## config.mk

```make
export PLATFORM = sky130hd
export DESIGN_NAME = jk_bank_arbiter
export DESIGN_NICKNAME = d
export VERILOG_FILES = /design/src/rtl/jk_bank_arbiter.sv
export SDC_FILE = /design/constraint.sdc
export NUM_CORES = 1
export LEC_CHECK = 0
export ABC_AREA = 1
export BUFFER_PORTS_ARGS = -buffer_cell sky130_fd_sc_hd__buf_2
export CAP_MARGIN = 10
export CORE_MARGIN = 3
export CORE_UTILIZATION = 50
export DETAILED_ROUTE_END_ITERATION = 12
export PLACE_DENSITY = 0.8
export REMOVE_ABC_BUFFERS = 1
export SKIP_LAST_GASP = 1
export SLEW_MARGIN = 20
export SYNTH_ARGS = -nofsm -noshare
export SYNTH_HDL_FRONTEND = slang
export SYNTH_SLANG_ARGS = --single-unit
```

## constraint.sdc

```tcl
create_clock -name CLK -period 3.52 [get_ports CLK]
set_input_delay 1.056 -clock CLK [delete_from_list [all_inputs] [get_ports CLK]]
set_output_delay 1.056 -clock CLK [all_outputs]
set_load 0.005 [all_outputs]
```

## src/rtl/jk_bank_arbiter.sv

```systemverilog
// rtl/jk_bank_arbiter.sv - round-robin arbiter sharing one JK flip-flop bank between NREQ requesters
//
// Ports:
//   CLK     system clock, rising edge
//   RST_n   asynchronous active-low reset
//   req     per-requester request, held until the requester sees its gnt bit
//   op      2-bit opcode per requester (00 hold, 01 reset, 10 set, 11 toggle)
//   mask    WIDTH-bit bit mask per requester
//   gnt     one-hot grant pulse, one cycle wide, aligned with J/K
//   J, K    registered drive to the JK bank, nonzero only in the grant cycle
//   busy    high while the sequencer is not idle
//   op_cnt  count of completed grants, wraps at 16 bits
module jk_bank_arbiter #(
  parameter int WIDTH = 8,
  parameter int NREQ  = 4
) (
  input  logic                    CLK,
  input  logic                    RST_n,
  input  logic [NREQ-1:0]         req,
  input  logic [2*NREQ-1:0]       op,
  input  logic [WIDTH*NREQ-1:0]   mask,
  output logic [NREQ-1:0]         gnt,
  output logic [WIDTH-1:0]        J,
  output logic [WIDTH-1:0]        K,
  output logic                    busy,
  output logic [15:0]             op_cnt
);

  localparam int PW = (NREQ > 1) ? $clog2(NREQ) : 1;

  typedef enum logic [1:0] {
    IDLE    = 2'd0,
    ISSUE   = 2'd1,
    RECOVER = 2'd2
  } state_t;

  state_t            state_q, state_d;
  logic [PW-1:0]     ptr_q, ptr_d;
  logic [NREQ-1:0]   gnt_q, gnt_d;
  logic [WIDTH-1:0]  j_q, j_d;
  logic [WIDTH-1:0]  k_q, k_d;
  logic [15:0]       cnt_q, cnt_d;

  logic              win_found;
  logic [PW-1:0]     win_idx;
  logic [PW:0]       cand_sum;
  logic [PW-1:0]     cand;
  logic [1:0]        win_op;
  logic [WIDTH-1:0]  win_mask;
  logic [PW-1:0]     win_next;

  // Rotating priority search: visit ptr, ptr+1, ... modulo NREQ and keep the
  // first requester found. One extra bit on the sum lets the wrap be a plain
  // subtract, which also works when NREQ is not a power of two.
  always_comb begin
    win_found = 1'b0;
    win_idx   = '0;
    cand_sum  = '0;
    cand      = '0;
    for (int s = 0; s < NREQ; s++) begin
      cand_sum = {1'b0, ptr_q} + (PW+1)'(s);
      if (cand_sum >= (PW+1)'(NREQ)) begin
        cand_sum = cand_sum - (PW+1)'(NREQ);
      end
      cand = cand_sum[PW-1:0];
      if (!win_found && req[cand]) begin
        win_found = 1'b1;
        win_idx   = cand;
      end
    end
  end

  // Command of the winner.
  always_comb begin
    win_op   = '0;
    win_mask = '0;
    for (int i = 0; i < NREQ; i++) begin
      if (win_idx == PW'(i)) begin
        win_op   = op[2*i +: 2];
        win_mask = mask[WIDTH*i +: WIDTH];
      end
    end
  end

  assign win_next = (win_idx == PW'(NREQ-1)) ? '0 : win_idx + PW'(1);

  always_comb begin
    state_d = state_q;
    ptr_d   = ptr_q;
    gnt_d   = '0;
    j_d     = '0;
    k_d     = '0;
    cnt_d   = cnt_q;
    case (state_q)
      IDLE, RECOVER: begin
        if (win_found) begin
          state_d = ISSUE;
          ptr_d   = win_next;
          gnt_d   = {{(NREQ-1){1'b0}}, 1'b1} << win_idx;
          // op[1] selects J (set half), op[0] selects K (reset half);
          // both together give toggle, neither gives hold.
          j_d     = win_mask & {WIDTH{win_op[1]}};
          k_d     = win_mask & {WIDTH{win_op[0]}};
        end else begin
          state_d = IDLE;
        end
      end
      ISSUE: begin
        // The command has been presented for its one cycle; count it as done.
        state_d = RECOVER;
        cnt_d   = cnt_q + 16'd1;
      end
      default: begin
        state_d = IDLE;
      end
    endcase
  end

  always_ff @(posedge CLK or negedge RST_n) begin
    if (!RST_n) begin
      state_q <= IDLE;
      ptr_q   <= '0;
      gnt_q   <= '0;
      j_q     <= '0;
      k_q     <= '0;
      cnt_q   <= '0;
    end else begin
      state_q <= state_d;
      ptr_q   <= ptr_d;
      gnt_q   <= gnt_d;
      j_q     <= j_d;
      k_q     <= k_d;
      cnt_q   <= cnt_d;
    end
  end

  assign gnt    = gnt_q;
  assign J      = j_q;
  assign K      = k_q;
  assign busy   = (state_q != IDLE);
  assign op_cnt = cnt_q;

endmodule

```

# == Yosys cells after proc, flatten, opt, wreduce, memory -nomap -nowiden ==
# Cells that the tools add are included.
# totals
regBits,40
inputBits,46
out_inout_bits,37
elab_cells,79
# classes
n_addsub,9
order_cmp,8
n_eq_ne,5
shifts,1
n_mux,37
bitwise,2
n_reduce_logical,11
# op_table
op,count
$mux 8,8
$mux 2,13
$add 16x1->16 const B,1
$and 8x8->8,2
$lt 2x3->1 const B,4
$ge 3x3->1 const B,3
$mux 1,9
$bmux 1 s2,4
$mux 4,2
$sub 2x1->2 const B,4
$add 2x2->3 const B,2
$eq 2x2->1 const B,3
$eq 2x1->1 const B,2
$logic_not 2->1,2
$pmux 2 s2,1
$shl 1x2->4 const A,1
$add 2x1->3 const B,1
$ge 2x3->1 const B,1
$logic_and 1x1->1,3
$logic_not 1->1,3
$add 2x1->2 const B,1
$reduce_and 2->1,1
$reduce_bool 2->1,1
$reduce_or 2->1,1

# == Longest topological paths before layout ==
# logic_depth
ltp_word,22
depth_mapped,18
mapped_depth_nobuf,18

# == Worst setup path before layout ==
# Ideal clock, no wire load.
# synth_path
path_type,in2reg
start,input port req[3]
end,"register j_q[0], in the netlist J[0]"
setup_time_ns,0.132
t_arrival_ns,3.027
required_time_ns,3.388
setup_slack_ns,0.362
cell_stages,17
path_buffers,2
path_cell_list,inv_1 nand2_2 nand3_1 nand2_2 nor2_4 nand3b_2 buf_6 nand3_2 inv_1 ha_1 clkbuf_1 a21oi_1 nand2_1 a22oi_1 nor2_1 nand2_1 nor2_1
# synth_via
elab_chain_len,20
word_cells_on_any_way,37
classes_between,eq/ne (3); mux (26); bitwise (1); reduce/logical (7)
# synth_rtl
item,line,text
start: declaration,19,"input logic [NREQ-1:0] req,"
$bmux 1 s2,66,if (!win_found && req[cand]) begin
$mux 1 (implied by the code),66,
$mux 1,66,
$logic_not 1->1,66,
$logic_and 1x1->1,66,
$mux 1,66,
$logic_not 1->1,66,
$logic_and 1x1->1,66,
[2 not listed],--,
$logic_and 1x1->1,66,
$mux 2,66,
$logic_not 2->1,78,if (win_idx == PW'(i)) begin
$mux 8 / $mux 2 (equally long branches) (4 in series),78,
$and 8x8->8,102,j_d = win_mask & {WIDTH{win_op[1]}};
$mux 8 *,96,if (win_found) begin
$mux 8 *,94,case (state_q)
via j_d[0],40,"logic [WIDTH-1:0] j_q, j_d;"
end signal: assignment,131,j_q <= j_d;
end: declaration,40,
# Mark *: on every way through the listed nets, which the timed path passes. The rest lies on a longest branch. The select of a mux whose other input is x is not followed.
# A chain may end at the register's enable or synchronous reset.

# == Worst setup path in the final report ==
# layout_path
start,input port req[1]
end,"register k_q[1], in the netlist K[1]"
# layout_via
elab_chain_len,20
word_cells_on_any_way,37
classes_between,eq/ne (3); mux (26); bitwise (1); reduce/logical (7)
# layout_rtl
item,line,text
$bmux 1 s2,66,
$mux 1 (implied by the code),66,
$mux 1,66,
$logic_not 1->1,66,
$logic_and 1x1->1,66,
$mux 1,66,
$logic_not 1->1,66,
$logic_and 1x1->1,66,
[2 not listed],--,
$logic_and 1x1->1,66,
$mux 2,66,
$logic_not 2->1,78,
$mux 8 / $mux 2 (equally long branches) (4 in series),78,
$and 8x8->8,103,k_d = win_mask & {WIDTH{win_op[0]}};
$mux 8 *,96,
$mux 8 *,94,
via k_d[1],41,"logic [WIDTH-1:0] k_q, k_d;"
end signal: assignment,132,k_q <= k_d;
end: declaration,41,
# Marked as above.

==> metrics.md <==
| Metric | Value |
|---|---|
| Die width | `74.0 um` |
| Switching share of power | `51.1%` |
| RR Endpoint | `K[1]` |
| HPWL after DPL | `4.00 mm` |
| Synth Register Bits | `40` |
| CP max stage delay | `0.34 ns` |
| Static leakage | `1.65 nW` |
| CP Cell Sequence | `buf_2 -> inv_1 -> o21ai_0 -> nand2_1 -> nand2_1 -> nor2_4 -> nand3_1 -> nand3_1 -> nand2_1 -> inv_1 -> ha_2 -> inv_1 -> nor2_1 -> nor2_1 -> a22oi_1 -> buf_4 -> nor2_1 -> nand2_1 -> nor2_1` |
| Via/cell ratio | `4.82` |
| Worst hold path depth | `2` |
| Worst Path Max Fanout | `14` |
| Top cells by area, synth | `dfrtp_1, nand2_1, nor2_1, inv_1, xor2_1` |
| Mean routed wirelength per cell | `11.6 um` |
| CTS tree | `built` |
| Library cells used by synthesis | `30` |
| Max-slew violation count | `0` |
| M3 GR Usage | `3.24%` |
| IO buf count | `82` |
| Area of the core | `4410 um2` |
| Reg2reg path depth | `19` |
| Initial core utilization | `52.4%` |
| Clock tree buffer depth | `2` |
| Placed cell area | `2770 um2` |
| Synth async-reset ratio | `100%` |
| Gr busiest metal | `met2` |
| Period utilisation layout | `87.7%` |
| Number of global-route vias before repair | `1867` |
| Antenna-violating nets left | `0` |
| Layout cells sized above 1 | `27.1%` |
| Combinational fraction of design power | `68.5%` |
| Total track usage | `19.1%` |
| WS Path Type | `in2reg` |
| Setup-failing EPs final | `0` |
| Final nets | `446` |
| Via count | `2156` |
| Clock Power Share | `9.1%` |
| CP max stage cell | `ha_2` |
| Clk root buf | `clkbuf_8` |
| Synth warn | `0` |
| Initial antenna violation count | `0` |
| Most frequent cell after synthesis | `nand2_1` |
| CTS buffer count | `5` |
| Final Util | `64.7%` |
| Site Rows | `24` |
| Dpl ws | `-0.0188 ns` |
| Required time of the critical path | `3.67 ns` |
| Die height | `74.0 um` |
| Worst Hold Launch | `op_cnt[15]` |
| Status | `finished, final reports clean` |
| Clock skew | `0.00870 ns` |
| Cell area after synthesis | `2310 um2` |
| Number of synthesized flops with an enable pin | `0` |
| Cell internal pwr | `1.51 mW` |
| GR Util met2 | `33.6%` |
| Worst Hold Path EP | `op_cnt[15]` |
| Clk Latency, worst-skew pair | `0.29 ns` |
| First-pass GRT wire length | `8.14 mm` |
| Simple-Gate Fraction of Synth Area | `35.2%` |
| Hold Fails Final Rpt | `0` |
| Final worst setup slack | `0.434 ns` |
| RSZ-0062 raised after global routing | `no` |
| Area leader, netlist | `dfrtp_1` |
| RR Startpoint | `ptr_q[0]` |
| WL final | `5.21 mm` |
| Fmax achieved | `0.324 GHz` |
| Reg clk slew, reported paths | `0.08 ns` |
| Sequential area share after synthesis | `43.3%` |
| Startpoint types | `input port` |
| Top_reg_cell synth | `dfrtp_1` |
| Full die area | `5470 um2` |
| Post-CTS Setup Bufs | `0` |
| Max_cap viols | `0` |
| Drc violations | `0` |
| Mapped Avg Cell Area | `7.48 um2` |
| Post-Syn Instances | `309` |
| Xor and xnor area share after synthesis | `5.68%` |
| Worst hold slack | `0.506 ns` |
| Compound-Gate Fraction of Synth Area | `6.28%` |
| Pin count of the biggest net entering global routing | `41` |
| Tot Pwr | `3.08 mW` |
| Gp weighted congestion | `0.921` |
| Drt initial violations | `95` |
| TritonCTS sink count | `40` |
| Min Tclk post-route | `3.09 ns` |
| Sequential share of power | `22.4%` |
| Post-Synth Adder-Cell Area | `2.71%` |
| WP data arrival | `3.24 ns` |
| Synth top cells by count | `nand2_1, nor2_1, dfrtp_1, inv_1` |
| Reg-to-reg setup timing slack | `0.57 ns` |
| Kind of end point of the critical path | `register` |
| Post-route cell area | `2850 um2` |
| Mux cell area share after synthesis | `0%` |
| H-tree depth | `2` |
| Total congestion overflow | `0` |
| Psw | `1.58 mW` |
| Routing usage on met1 | `24.0%` |
| # IOs | `83` |
| Area Growth Syn to Fin | `23.5%` |
| Top-area cell type share of the netlist area | `43.3%` |
| Worst VDD drop | `0.726 mV` |
| Antenna Cells | `0` |
| Worst Tran Pin Value | `0.862 ns` |
| Filler Cells Inserted | `402` |
| TritonRoute pass-1 iters | `4` |
| Largest family of logic cells by synthesized area | `simple AND/OR/NAND/NOR gates` |
| P per Cell Area | `1080 nW/um2` |
| Slew HR | `42.6%` |
| Hold/Removal Path Class | `reg2reg` |
critical path, delay by kind of cell:
family / cells / cell delay [ns]
AOI/OAI and AO/OA: 2 / 0.30
adders and majority gates: 1 / 0.34
buffers and inverters: 5 / 0.67
and+or+nand+nor: 11 / 0.87
power groups by stage:
stage	Clock [mW]	Combinational, mW	Sequential [mW]
6_report	0.281	2.11	0.691
5_1_grt	0.309	2.41	0.709
4_1_cts	0.290	2.10	0.690
3_5_place_dp	0	2.09	0.698
3_3_place_gp	0	2.05	0.697
2_1_floorplan	0	1.53	0.685
how the worst max path moves through the flow:
stage | from | endpoint | depth (start not counted)
2_1_floorplan | req[3] | J[0] | 15
3_3_place_gp | req[1] | K[1] | 19
3_5_place_dp | req[1] | K[0] | 19
4_1_cts | req[1] | K[4] | 19
5_1_grt | req[1] | J[5] | 18
6_report | req[1] | K[1] | 19
per-stage QoR:
step	setup TNS [ns]	instances
floorplan	0	301
global placement	0	440
detailed placement	-0.0810	440
CTS	0	447
global route	0	447
finish	0	447
flip-flops by register name (all words and copies together) (netlist names):
signal   flops
J            8
K            8
gnt          4
op_cnt      16
ptr_q        2
state_q      2
cell families (layout without fill, tap and decap cells):
logic type / after synthesis / count (layout)
AO/OA/AOI/OAI: 24 / 24
XOR/XNOR: 15 / 15
adder cells (fa/ha/maj): 5 / 5
buffers and inverters: 36 / 122
flip-flops: 40 / 40
AND/OR/NAND/NOR: 189 / 189
layout by cell type (no fill, tap or decap), types with 2 or more instances in the layout:
| cell type | netlist | routed |
|---|---|---|
| ha_1 | 5 | 4 |
| a21oi_1 | 10 | 10 |
| a22oi_1 | 7 | 7 |
| buf_4 | 1 | 5 |
| buf_2 | 1 | 82 |
| dfrtp_1 | 40 | 40 |
| nor2_1 | 59 | 59 |
| o21ai_0 | 2 | 2 |
| nand2_1 | 102 | 102 |
| nand3_1 | 10 | 10 |
| clkbuf_8 | 0 | 5 |
| xnor2_1 | 7 | 7 |
| o21ai_1 | 2 | 2 |
| nand2_2 | 3 | 3 |
| inv_1 | 26 | 26 |
| nor3_1 | 2 | 2 |
| xor2_1 | 8 | 8 |
| o21bai_1 | 3 | 3 |
| nor2_2 | 2 | 2 |
| nand4_1 | 4 | 4 |
area by class of cell:
cell class              instances  area, um2  area share [%]
clock buffers                   6       72.6            2.54
clock inverters                 1       5.00           0.175
inverters                      28        108            3.77
multi-input cells             233       1150            40.5
flip-flops and latches         40       1000            35.1
well taps                      52       65.1            2.28
repair buffers                 87        448            15.7
repair_timing:
| action | 4_1_cts | 5_1_grt |
|---|---|---|
| hold buffers | 0 | 0 |
| gates resized for setup | 0 | 1 |
| endpoints found under the setup margin | 0 | 16 |
layer usage:
layer,share of wire (%),up-vias
met5,0,-
li1,-,1126
met4,1.4,0
met1,43,957
met2,49,66
met3,6.0,7
Power figures use the tool's default switching activity.
